==> src/rtl/jk_register_bank_pkg.sv <==
// Shared types and helpers for the JK register bank.
package jk_bank_pkg;

    // Per-cycle update mode; all four encodings are meaningful.
    typedef enum logic [1:0] {
        MODE_JK = 2'b00,
        MODE_D  = 2'b01,
        MODE_T  = 2'b10,
        MODE_SR = 2'b11
    } mode_e;

    // Widest vector popcount accepts; narrower callers zero-extend.
    localparam int unsigned POP_MAX_W = 256;

    // Number of set bits in v.
    function automatic int unsigned popcount(input logic [POP_MAX_W-1:0] v);
        int unsigned n;
        n = 0;
        for (int unsigned i = 0; i < POP_MAX_W; i++) begin
            n = n + {31'b0, v[i]};
        end
        return n;
    endfunction

endpackage

==> src/rtl/jk_register_bank_if.sv <==
// Control/data bundle for the JK register bank.
interface jk_register_bank_if #(
    parameter int unsigned WIDTH = 8,
    parameter int unsigned CNT_W = 16
);
    logic             en;
    logic [1:0]       mode;
    logic [WIDTH-1:0] j;
    logic [WIDTH-1:0] k;
    logic             load;
    logic [WIDTH-1:0] load_data;
    logic             cnt_clr;
    logic             err_clr;
    logic [WIDTH-1:0] q;
    logic [WIDTH-1:0] q_bar;
    logic [CNT_W-1:0] toggle_cnt;
    logic             sr_err;

    // Driver side (stimulus / host).
    modport master (
        output en, mode, j, k, load, load_data, cnt_clr, err_clr,
        input  q, q_bar, toggle_cnt, sr_err
    );

    // Register bank side.
    modport slave (
        input  en, mode, j, k, load, load_data, cnt_clr, err_clr,
        output q, q_bar, toggle_cnt, sr_err
    );
endinterface

==> src/rtl/jk_register_bank_next_bit.sv <==
// Combinational next-state for one flip-flop bit under the selected mode.
module jk_next_bit
    import jk_bank_pkg::*;
(
    input  logic  q_i,
    input  logic  j_i,
    input  logic  k_i,
    input  mode_e mode_i,
    output logic  nxt_o,
    output logic  sr_conflict_o
);

    // Decode mode and inputs; every unlisted combination holds.
    always_comb begin
        nxt_o         = q_i;
        sr_conflict_o = 1'b0;
        case (mode_i)
            MODE_JK: begin
                case ({j_i, k_i})
                    2'b01:   nxt_o = 1'b0;
                    2'b10:   nxt_o = 1'b1;
                    2'b11:   nxt_o = ~q_i;
                    default: nxt_o = q_i;
                endcase
            end
            MODE_D: begin
                nxt_o = j_i;
            end
            MODE_T: begin
                nxt_o = j_i ? ~q_i : q_i;
            end
            MODE_SR: begin
                case ({j_i, k_i})
                    2'b10:   nxt_o = 1'b1;
                    2'b01:   nxt_o = 1'b0;
                    2'b11: begin
                        nxt_o         = q_i;
                        sr_conflict_o = 1'b1;
                    end
                    default: nxt_o = q_i;
                endcase
            end
            default: begin
                nxt_o = q_i;
            end
        endcase
    end

endmodule

==> src/rtl/jk_register_bank.sv <==
// WIDTH-bit bank of mode-selectable flip-flops with parallel load,
// saturating transition counter and sticky SR-conflict flag.
module jk_register_bank
    import jk_bank_pkg::*;
#(
    parameter int unsigned      WIDTH       = 8,
    parameter logic [WIDTH-1:0] RESET_VALUE = '0,
    parameter int unsigned      CNT_W       = 16
) (
    input logic               clk,
    input logic               reset,
    jk_register_bank_if.slave bus
);

    logic [WIDTH-1:0] q_q;
    logic [WIDTH-1:0] q_d;
    logic [CNT_W-1:0] cnt_q;
    logic [CNT_W-1:0] cnt_d;
    logic             sr_err_q;
    logic             sr_err_d;

    logic [WIDTH-1:0] nxt;
    logic [WIDTH-1:0] conflict;
    logic [WIDTH-1:0] diff;
    logic [CNT_W:0]   pop;
    logic [CNT_W:0]   sum;
    logic             err_set;
    mode_e            mode_s;

    assign mode_s = mode_e'(bus.mode);

    for (genvar i = 0; i < WIDTH; i++) begin : g_bit
        jk_next_bit u_bit (
            .q_i           (q_q[i]),
            .j_i           (bus.j[i]),
            .k_i           (bus.k[i]),
            .mode_i        (mode_s),
            .nxt_o         (nxt[i]),
            .sr_conflict_o (conflict[i])
        );
    end

    // Next-state selection: load beats enable beats hold; counter adds
    // transitions in CNT_W+1 bits then clamps; flag set beats clear.
    always_comb begin
        q_d = q_q;
        if (bus.load) begin
            q_d = bus.load_data;
        end else if (bus.en) begin
            q_d = nxt;
        end

        diff = q_d ^ q_q;
        pop  = (CNT_W+1)'(popcount(POP_MAX_W'(diff)));
        sum  = {1'b0, cnt_q} + pop;

        if (bus.cnt_clr) begin
            cnt_d = '0;
        end else if (sum[CNT_W]) begin
            cnt_d = '1;
        end else begin
            cnt_d = sum[CNT_W-1:0];
        end

        err_set = bus.en && !bus.load && (|conflict);
        if (err_set) begin
            sr_err_d = 1'b1;
        end else if (bus.err_clr) begin
            sr_err_d = 1'b0;
        end else begin
            sr_err_d = sr_err_q;
        end
    end

    // State registers with asynchronous reset.
    always_ff @(posedge clk or posedge reset) begin
        if (reset) begin
            q_q      <= RESET_VALUE;
            cnt_q    <= '0;
            sr_err_q <= 1'b0;
        end else begin
            q_q      <= q_d;
            cnt_q    <= cnt_d;
            sr_err_q <= sr_err_d;
        end
    end

    assign bus.q          = q_q;
    assign bus.q_bar      = ~q_q;
    assign bus.toggle_cnt = cnt_q;
    assign bus.sr_err     = sr_err_q;

endmodule

==> src/flat_wrapper.sv <==
// flat-port wrapper written by rule: the top's interface ports become plain ports
module jk_register_bank_flat import jk_bank_pkg::*;
#(
    parameter int unsigned      WIDTH       = 8,
    parameter logic [WIDTH-1:0] RESET_VALUE = '0,
    parameter int unsigned      CNT_W       = 16
)
  (clk, reset, bus_en, bus_mode, bus_j, bus_k, bus_load, bus_load_data, bus_cnt_clr, bus_err_clr, bus_q, bus_q_bar, bus_toggle_cnt, bus_sr_err);
  jk_register_bank_if #(.WIDTH(WIDTH), .CNT_W(CNT_W)) bus_i ();
  input logic clk;
  input logic reset;
  input wire logic [$bits(bus_i.en)-1:0] bus_en;
  input wire logic [$bits(bus_i.mode)-1:0] bus_mode;
  input wire logic [$bits(bus_i.j)-1:0] bus_j;
  input wire logic [$bits(bus_i.k)-1:0] bus_k;
  input wire logic [$bits(bus_i.load)-1:0] bus_load;
  input wire logic [$bits(bus_i.load_data)-1:0] bus_load_data;
  input wire logic [$bits(bus_i.cnt_clr)-1:0] bus_cnt_clr;
  input wire logic [$bits(bus_i.err_clr)-1:0] bus_err_clr;
  output wire logic [$bits(bus_i.q)-1:0] bus_q;
  output wire logic [$bits(bus_i.q_bar)-1:0] bus_q_bar;
  output wire logic [$bits(bus_i.toggle_cnt)-1:0] bus_toggle_cnt;
  output wire logic [$bits(bus_i.sr_err)-1:0] bus_sr_err;
  assign bus_i.en = bus_en;
  assign bus_i.mode = bus_mode;
  assign bus_i.j = bus_j;
  assign bus_i.k = bus_k;
  assign bus_i.load = bus_load;
  assign bus_i.load_data = bus_load_data;
  assign bus_i.cnt_clr = bus_cnt_clr;
  assign bus_i.err_clr = bus_err_clr;
  assign bus_q = bus_i.q;
  assign bus_q_bar = bus_i.q_bar;
  assign bus_toggle_cnt = bus_i.toggle_cnt;
  assign bus_sr_err = bus_i.sr_err;
  jk_register_bank #(.WIDTH(WIDTH), .RESET_VALUE(RESET_VALUE), .CNT_W(CNT_W)) u_core (.clk(clk), .reset(reset), .bus(bus_i));
endmodule
==> config.mk <==
export PLATFORM = sky130hd
export DESIGN_NAME = jk_register_bank_flat
export DESIGN_NICKNAME = d
export VERILOG_FILES = /design/src/rtl/jk_register_bank_pkg.sv /design/src/rtl/jk_register_bank_if.sv /design/src/rtl/jk_register_bank_next_bit.sv /design/src/rtl/jk_register_bank.sv /design/src/flat_wrapper.sv
export SDC_FILE = /design/constraint.sdc
export NUM_CORES = 1
export LEC_CHECK = 0
export CAP_MARGIN = 20
export CORE_MARGIN = 2
export CORE_UTILIZATION = 55
export CTS_CLUSTER_DIAMETER = 150
export CTS_CLUSTER_SIZE = 8
export DETAILED_ROUTE_END_ITERATION = 10
export PLACE_DENSITY = 0.87
export RECOVER_POWER = 100
export SYNTH_ARGS = -nofsm -noshare
export SYNTH_HDL_FRONTEND = slang
export SYNTH_SLANG_ARGS = --single-unit
==> constraint.sdc <==
create_clock -name clk -period 6.5 [get_ports clk]
set_input_delay 1.3 -clock clk [delete_from_list [all_inputs] [get_ports clk]]
set_output_delay 1.3 -clock clk [all_outputs]
set_load 0.05 [all_outputs]
==> flow_summary.toml, run 1 <==
[place]
placed_area_um2 = 3380
dp_hpwl_um = 5470
pre_cts_ws_ns = 0.0761
portBuffers = 64
dp.cells = 450
place_congestion = 1.01

[die]
pin_count = 65
core_area_um2 = 4750
num_rows = 25
die_y_um = 74.6
start_util_pct = 57.7
die_area_um2 = 5570
die_w_um = 74.6

[logic_synthesis]
synth-edff-count = 0
yosysSeqAreaShare_pct = 22.8
yosys.area.top_type_share_pct = 22.8
syn_area_um2 = 2740
synth.avg_cell_area_um2 = 8.14
syn-num-nets = 401
ys.flop_type = "dfrtp_1"
synth_cell_types = 53
synth_area_leader_cell = "dfrtp_1"
synthCells = 337
async_reset_ff_share_pct = 100
netlist_top_cells_count = "28 x ha_1, 28 x nand2_1, 27 x nor2_1, 25 x dfrtp_1, 25 x inv_1"
ys_ff_latch = 25
yosys_warnings = 0
synthTopCellsByArea = "dfrtp_1 23%, ha_1 13%, a21oi_1 4.0%"

[cts]
numCtsBuffers = 3
clock_sinks = 25
insertion_delay_ns = 0.28
ctsHoldBuffers = 0
cts_tree = "built"
post-cts-setup-buffer-count = 0
h-tree-depth = 1
clkSlewWorstSetupHoldPaths_ns = 0.10
clk_path_buf_depth = 2
clock-root-buffer = "clkbuf_8"
cts_resized = 0

[sta]
final_max_slew_viol_count = 0
fmax_mhz = 162
setup_violations = 0
hold_violations = 0
worstMarginPinSlew_ns = 1.12
min_period_ns = 6.19
final.setup.worst_slack_ns = 0.311
setup_tns_ns = 0
fin_skew_ns = 0.00298
period_share_pct = 95.2
rsz0062_at_grt = "no"
holdWs_ns = 0.564
maxSlewHeadroom_pct = 25.5

[layout]
final_core_util_pct = 72.0
fillCellCount = 393
final_cell_area_um2 = 3420
multiInputGateArea_um2 = 1870
nNetsFinal = 453
fin_cells = 455
area_growth_pct = 24.8
regArea_um2 = 626
drive_gt1_share_pct = 5.67
antenna_cells = 0

[power_and_ir_drop]
power_density_nw_per_um2 = 217
p_leak_nw = 1.58
fin_total_pwr_mw = 0.743
vdd_drop_max_mv = 0.181

[drt]
drtIter0Drc = 140
avgRoutedWirePerCell_um = 15.8
viasPerCell = 5.92
ant_nets = 0
dr.pass1.iters = 4
vias = 2695
route.detailed.drc = 0
wirelength_um = 7200

[worst_setup_path]
reg2reg_depth = 16
setup.worst_path.start_class = "input pin"
rrSetupSlack_ns = 1.68
worst_path_most_repeated_cell = "fa_1"
cpPeakStageDelay_ns = 0.62
worstPathCellList = "dlygate4sd3_1 > ha_1 > mux2_2 > mux4_2 > o31ai_1 > o21ai_1 > o21bai_1 > fa_1 > fa_1 > inv_1 > ha_1 > fa_1 > a211oi_1 > o21bai_2 > nand3_1 > a41oi_1"
crit_path_end = "u_core.bus.toggle_cnt[15]"
crit_path_start = "bus_j[6]"
rr_startpoint = "u_core.bus.q[1]"
critical_path_class = "in -> reg"
worst_r2r_endpoint = "u_core.bus.toggle_cnt[15]"
cp_slowest_cell = "dlygate4sd3_1"
crit_fanout = 8
crit_arrival_ns = 6.32
cp-end-kind = "register"
worstPathRequired_ns = 6.63

[job]
maxCapViolCount = 0

[global_route]
grt_pass1_wl_um = 11600
grt_usage_pct = 26.4
grt_util_met3_pct = 3.61
grt_overflow = 0
antenna_found_initial = 0
grt_pass1_vias = 2507
busiest_layer = "met2"
grtUsageMet1_pct = 35.1
grt_max_degree = 29
use_met2_pct = 45.6

[hold_path]
min_path_type = "reg -> reg"

[outcome]
outcome = "finished, final reports clean"
[layout by cell type (no fill, tap or decap), types with 6 or more instances in the layout]
cell	netlist	final
inv_1	25	25
o21ai_0	14	14
nor2_1	27	27
a31oi_1	8	8
nor3_1	12	12
mux2i_1	10	10
a21oi_1	22	22
dlygate4sd3_1	0	35
nand2_1	28	28
dfrtp_1	25	25
xor2_1	10	10
a211oi_1	7	7
clkdlybuf4s50_1	0	29
buf_4	10	8
nand2b_1	17	17
o31ai_1	5	6
ha_1	28	28
[routing by layer]
metal | share of wire [%] | vias up | routed length (um)
li1 | - | 1300 | -
met1 | 44 | 1286 | 3140
met2 | 49 | 97 | 3520
met3 | 5.7 | 12 | 412
met4 | 1.8 | 0 | 129
met5 | 0 | - | 0
[sequential cells by signal, indices dropped and copies added (netlist names)]
name                   count
u_core.bus.q               8
u_core.bus.toggle_cnt     16
u_core.bus.sr_err          1
[final cells by class]
type	count	share of cell area, %
clock buffer	3	1.21
sequential	25	18.3
clock inverter	1	0.219
inverter	25	2.74
timing repair buffer	73	20.6
multi-input combinational	261	54.5
tap	67	2.45
[critical path, delay by kind of cell]
kind                       cells  cell delay (ns)
adders and majority gates      5             1.99
AOI/OAI and AO/OA              6             1.29
muxes                          2             0.80
buffers and inverters          2             0.66
and+or+nand+nor                1             0.27
[cell families after synthesis]
family | count (synthesis) | synth area share, %
mux | 12 | 4.88
simple gates | 108 | 19.5
xor+xnor | 15 | 4.79
fa+ha+maj | 32 | 15.7
flops | 25 | 22.8
buf+inv | 51 | 8.71
compound gates | 94 | 23.7
[power by group]
group	switching (mW)	leakage [nW]	total, mW	internal [mW]
logic	0.266	1.23	0.449	0.183
registers	0.0203	0.326	0.193	0.172
clock network	0.0576	0.0217	0.101	0.0436
total	0.344	1.58	0.743	0.399
[worst min-delay path by stage]
| stage | slack (ns) | cells past startpoint | start | endpoint |
|---|---|---|---|---|
| after floorplan | 0.65 | 2 | u_core.bus.q[7] | u_core.bus.q[7] |
| after detailed placement | 0.56 | 2 | u_core.bus.sr_err | u_core.bus.sr_err |
| after CTS | 0.58 | 2 | u_core.bus.sr_err | u_core.bus.sr_err |
| final | 0.56 | 2 | u_core.bus.sr_err | u_core.bus.sr_err |
| after global routing | 0.58 | 2 | u_core.bus.sr_err | u_core.bus.sr_err |
| after global placement | 0.51 | 2 | u_core.bus.sr_err | u_core.bus.sr_err |
(Power assumes the default switching activity.)
==> inputs of run 2 (changes only) <==
--- a/config.mk
+++ b/config.mk
@@ -8,7 +8,7 @@
 export CAP_MARGIN = 20
 export CORE_MARGIN = 2
 export CORE_UTILIZATION = 55
-export CTS_CLUSTER_DIAMETER = 150
+export CTS_CLUSTER_DIAMETER = 30
 export CTS_CLUSTER_SIZE = 8
 export DETAILED_ROUTE_END_ITERATION = 10
 export PLACE_DENSITY = 0.87
==> results of run 2 <==
No change in the layout: final DEF, timing and power equal those of run 1.
==> inputs of run 3 (changes only) <==
--- a/config.mk
+++ b/config.mk
@@ -11,8 +11,10 @@
 export CTS_CLUSTER_DIAMETER = 30
 export CTS_CLUSTER_SIZE = 8
 export DETAILED_ROUTE_END_ITERATION = 10
+export HOLD_SLACK_MARGIN = 0.12
 export PLACE_DENSITY = 0.87
 export RECOVER_POWER = 100
+export REMOVE_ABC_BUFFERS = 1
 export SYNTH_ARGS = -nofsm -noshare
 export SYNTH_HDL_FRONTEND = slang
 export SYNTH_SLANG_ARGS = --single-unit
==> run 3 against run 2 <==
  * Fmax up 0.38%
  * Sequential power about the same
  * Sequential share of layout area is 0.073 points lower
  * Critical endpoint unchanged
  * Wire length is 4.3% lower
  * Clock skew rose by 0.0060 ns
  * Core utilization rose by 0.29 points
  * Clock power is 4% higher
  * Flip-flop and latch count unchanged
  * Global-route usage is 1.7 points lower
  * Critical path depth up 1
  * Die area is the same
  * Worst setup slack better by 0.024 ns
  * Largest power group unchanged
==> flow_summary.toml, run 3 (synthesis gave the netlist of run 1 again) <==
[worst_setup_path]
rrSetupSlack_ns = 1.60
reg2reg_depth = 16
crit_fanout = 9
critical_path_class = "in -> reg"
crit_arrival_ns = 6.30
rr_startpoint = "u_core.bus.q[0]"
worstPathRequired_ns = 6.63
worst_r2r_endpoint = "u_core.bus.toggle_cnt[15]"
worstPathCellList = "clkdlybuf4s50_1 > nand2b_1 > a31oi_1 > a22oi_1 > o21ai_0 > ha_1 > fa_1 > inv_1 > fa_1 > fa_1 > inv_1 > ha_1 > fa_1 > a211oi_1 > o21bai_2 > nand3_1 > a41oi_1"
cp_slowest_cell = "clkdlybuf4s50_1"
setup.worst_path.start_class = "input pin"
cpPeakStageDelay_ns = 0.67
worst_path_most_repeated_cell = "fa_1"
cp-end-kind = "register"

[sta]
rsz0062_at_grt = "no"
period_share_pct = 94.8
fmax_mhz = 162
holdWs_ns = 0.538
setup_violations = 0
final_max_slew_viol_count = 0
min_period_ns = 6.17
setup_tns_ns = 0
hold_violations = 0
maxSlewHeadroom_pct = 29.0
fin_skew_ns = 0.00897
worstMarginPinSlew_ns = 1.06

[layout]
final_common_cell = "dlygate4sd3_1"
drive_gt1_share_pct = 6.17
antenna_cells = 0
regArea_um2 = 626
largest_reg_flops = 16
final_cell_mix = "35 x dlygate4sd3_1, 29 x clkdlybuf4s50_1, 28 x nand2_1, 28 x ha_1, 27 x nor2_1"
fillCellCount = 377
fin_cells = 456
nNetsFinal = 454
multiInputGateArea_um2 = 1870
area_growth_pct = 25.3

[die]
die_y_um = 74.6
die_w_um = 74.6
num_rows = 25
core_area_um2 = 4750
die_area_um2 = 5570
start_util_pct = 57.7
pin_count = 65

[place]
dp_hpwl_um = 5190
place_congestion = 0.871
portBuffers = 64
dp.cells = 451

[cts]
h-tree-depth = 1
post-cts-setup-buffer-count = 0
clock_sinks = 25
ctsHoldBuffers = 0
numCtsBuffers = 3
clock-root-buffer = "clkbuf_8"
clk_path_buf_depth = 2
insertion_delay_ns = 0.28
clkSlewWorstSetupHoldPaths_ns = 0.11
cts_resized = 0
cts_tree = "built"

[power_and_ir_drop]
power_density_nw_per_um2 = 214
p_int_mw = 0.401
seqPwrFrac_pct = 26.0
p_clk_share_pct = 14.2
switching_share_pct = 45.5
vdd_drop_max_mv = 0.130
fin_total_pwr_mw = 0.735
p_leak_nw = 1.59
p_comb_share_pct = 59.7
switching_power_mw = 0.334

[drt]
wirelength_um = 6890
vias = 2593
viasPerCell = 5.69
route.detailed.drc = 0
avgRoutedWirePerCell_um = 15.1
ant_nets = 0
dr.pass1.iters = 4
drtIter0Drc = 186

[hold_path]
hold_path_depth = 2
min_path_type = "reg -> reg"
hold_start = "u_core.bus.sr_err"
hold-path-endpoint = "u_core.bus.sr_err"

[global_route]
grt_overflow = 0
grt_pass1_wl_um = 10800
antenna_found_initial = 0
grt_pass1_vias = 2427
grt_usage_pct = 24.7
grt_max_degree = 30

[outcome]
outcome = "finished, final reports clean"

[job]
maxCapViolCount = 0
[run 3: changes by cell type in the layout (fill, tap and decap cells not counted)]
cell / change
buf_4: +1
clkinvlp_4: -1
inv_6: +1
o31ai_1: -1
o31ai_2: +1
[run 3: worst max-delay path by stage]
| stage | start | to | slack (ns) | depth (start not counted) |
|---|---|---|---|---|
| after floorplan | bus_k[0] | u_core.bus.toggle_cnt[15] | 1.05 | 18 |
| after global placement | bus_mode[0] | u_core.bus.toggle_cnt[15] | 0.20 | 17 |
| after detailed placement | bus_j[0] | u_core.bus.toggle_cnt[15] | 0.09 | 18 |
| after CTS | bus_mode[0] | u_core.bus.toggle_cnt[15] | 0.38 | 17 |
| after global routing | bus_mode[0] | u_core.bus.toggle_cnt[15] | 0.08 | 17 |
| final | bus_mode[0] | u_core.bus.toggle_cnt[15] | 0.33 | 17 |
[run 3: layout make-up]
class | count | area share, %
clock inverter | 1 | 0.255
clock buffer | 3 | 1.20
tap | 67 | 2.44
sequential | 25 | 18.2
timing repair buffer | 74 | 20.7
multi-input combinational | 261 | 54.5
inverter | 25 | 2.73
[run 3: critical path: cells and delay by family]
kind | cells | cell delay [ns]
simple gates | 2 | 0.48
compound gates | 6 | 1.17
fa+ha+maj | 6 | 2.57
buf+inv | 3 | 0.77
[run 3: power by group through the flow]
| stage | Sequential (mW) | Clock, mW | Combinational (mW) |
|---|---|---|---|
| 2_1_floorplan | 0.245 | 0 | 0.257 |
| 5_1_grt | 0.194 | 0.111 | 0.485 |
| 3_3_place_gp | 0.195 | 0 | 0.430 |
| 4_1_cts | 0.192 | 0.107 | 0.449 |
| 6_report | 0.191 | 0.105 | 0.439 |
| 3_5_place_dp | 0.195 | 0 | 0.447 |
[run 3: metal layers]
metal | global-route usage, % | vias up | part of all wire, %
met5 | 0 | - | 0
met3 | 3.21 | 11 | 4.9
met4 | 7.34 | 0 | 1.1
li1 | - | 1302 | -
met2 | 44.6 | 85 | 51
met1 | 30.7 | 1195 | 43
[run 3: stage by stage]
stage               worst slack [ns]  cell area, um2  utilization, %
floorplan                       1.05            2600               -
global placement               0.196            3390            71.3
detailed placement            0.0906            3390            71.3
CTS                            0.377            3440            72.4
global route                  0.0778            3440            72.3
finish                         0.335            3440            72.3
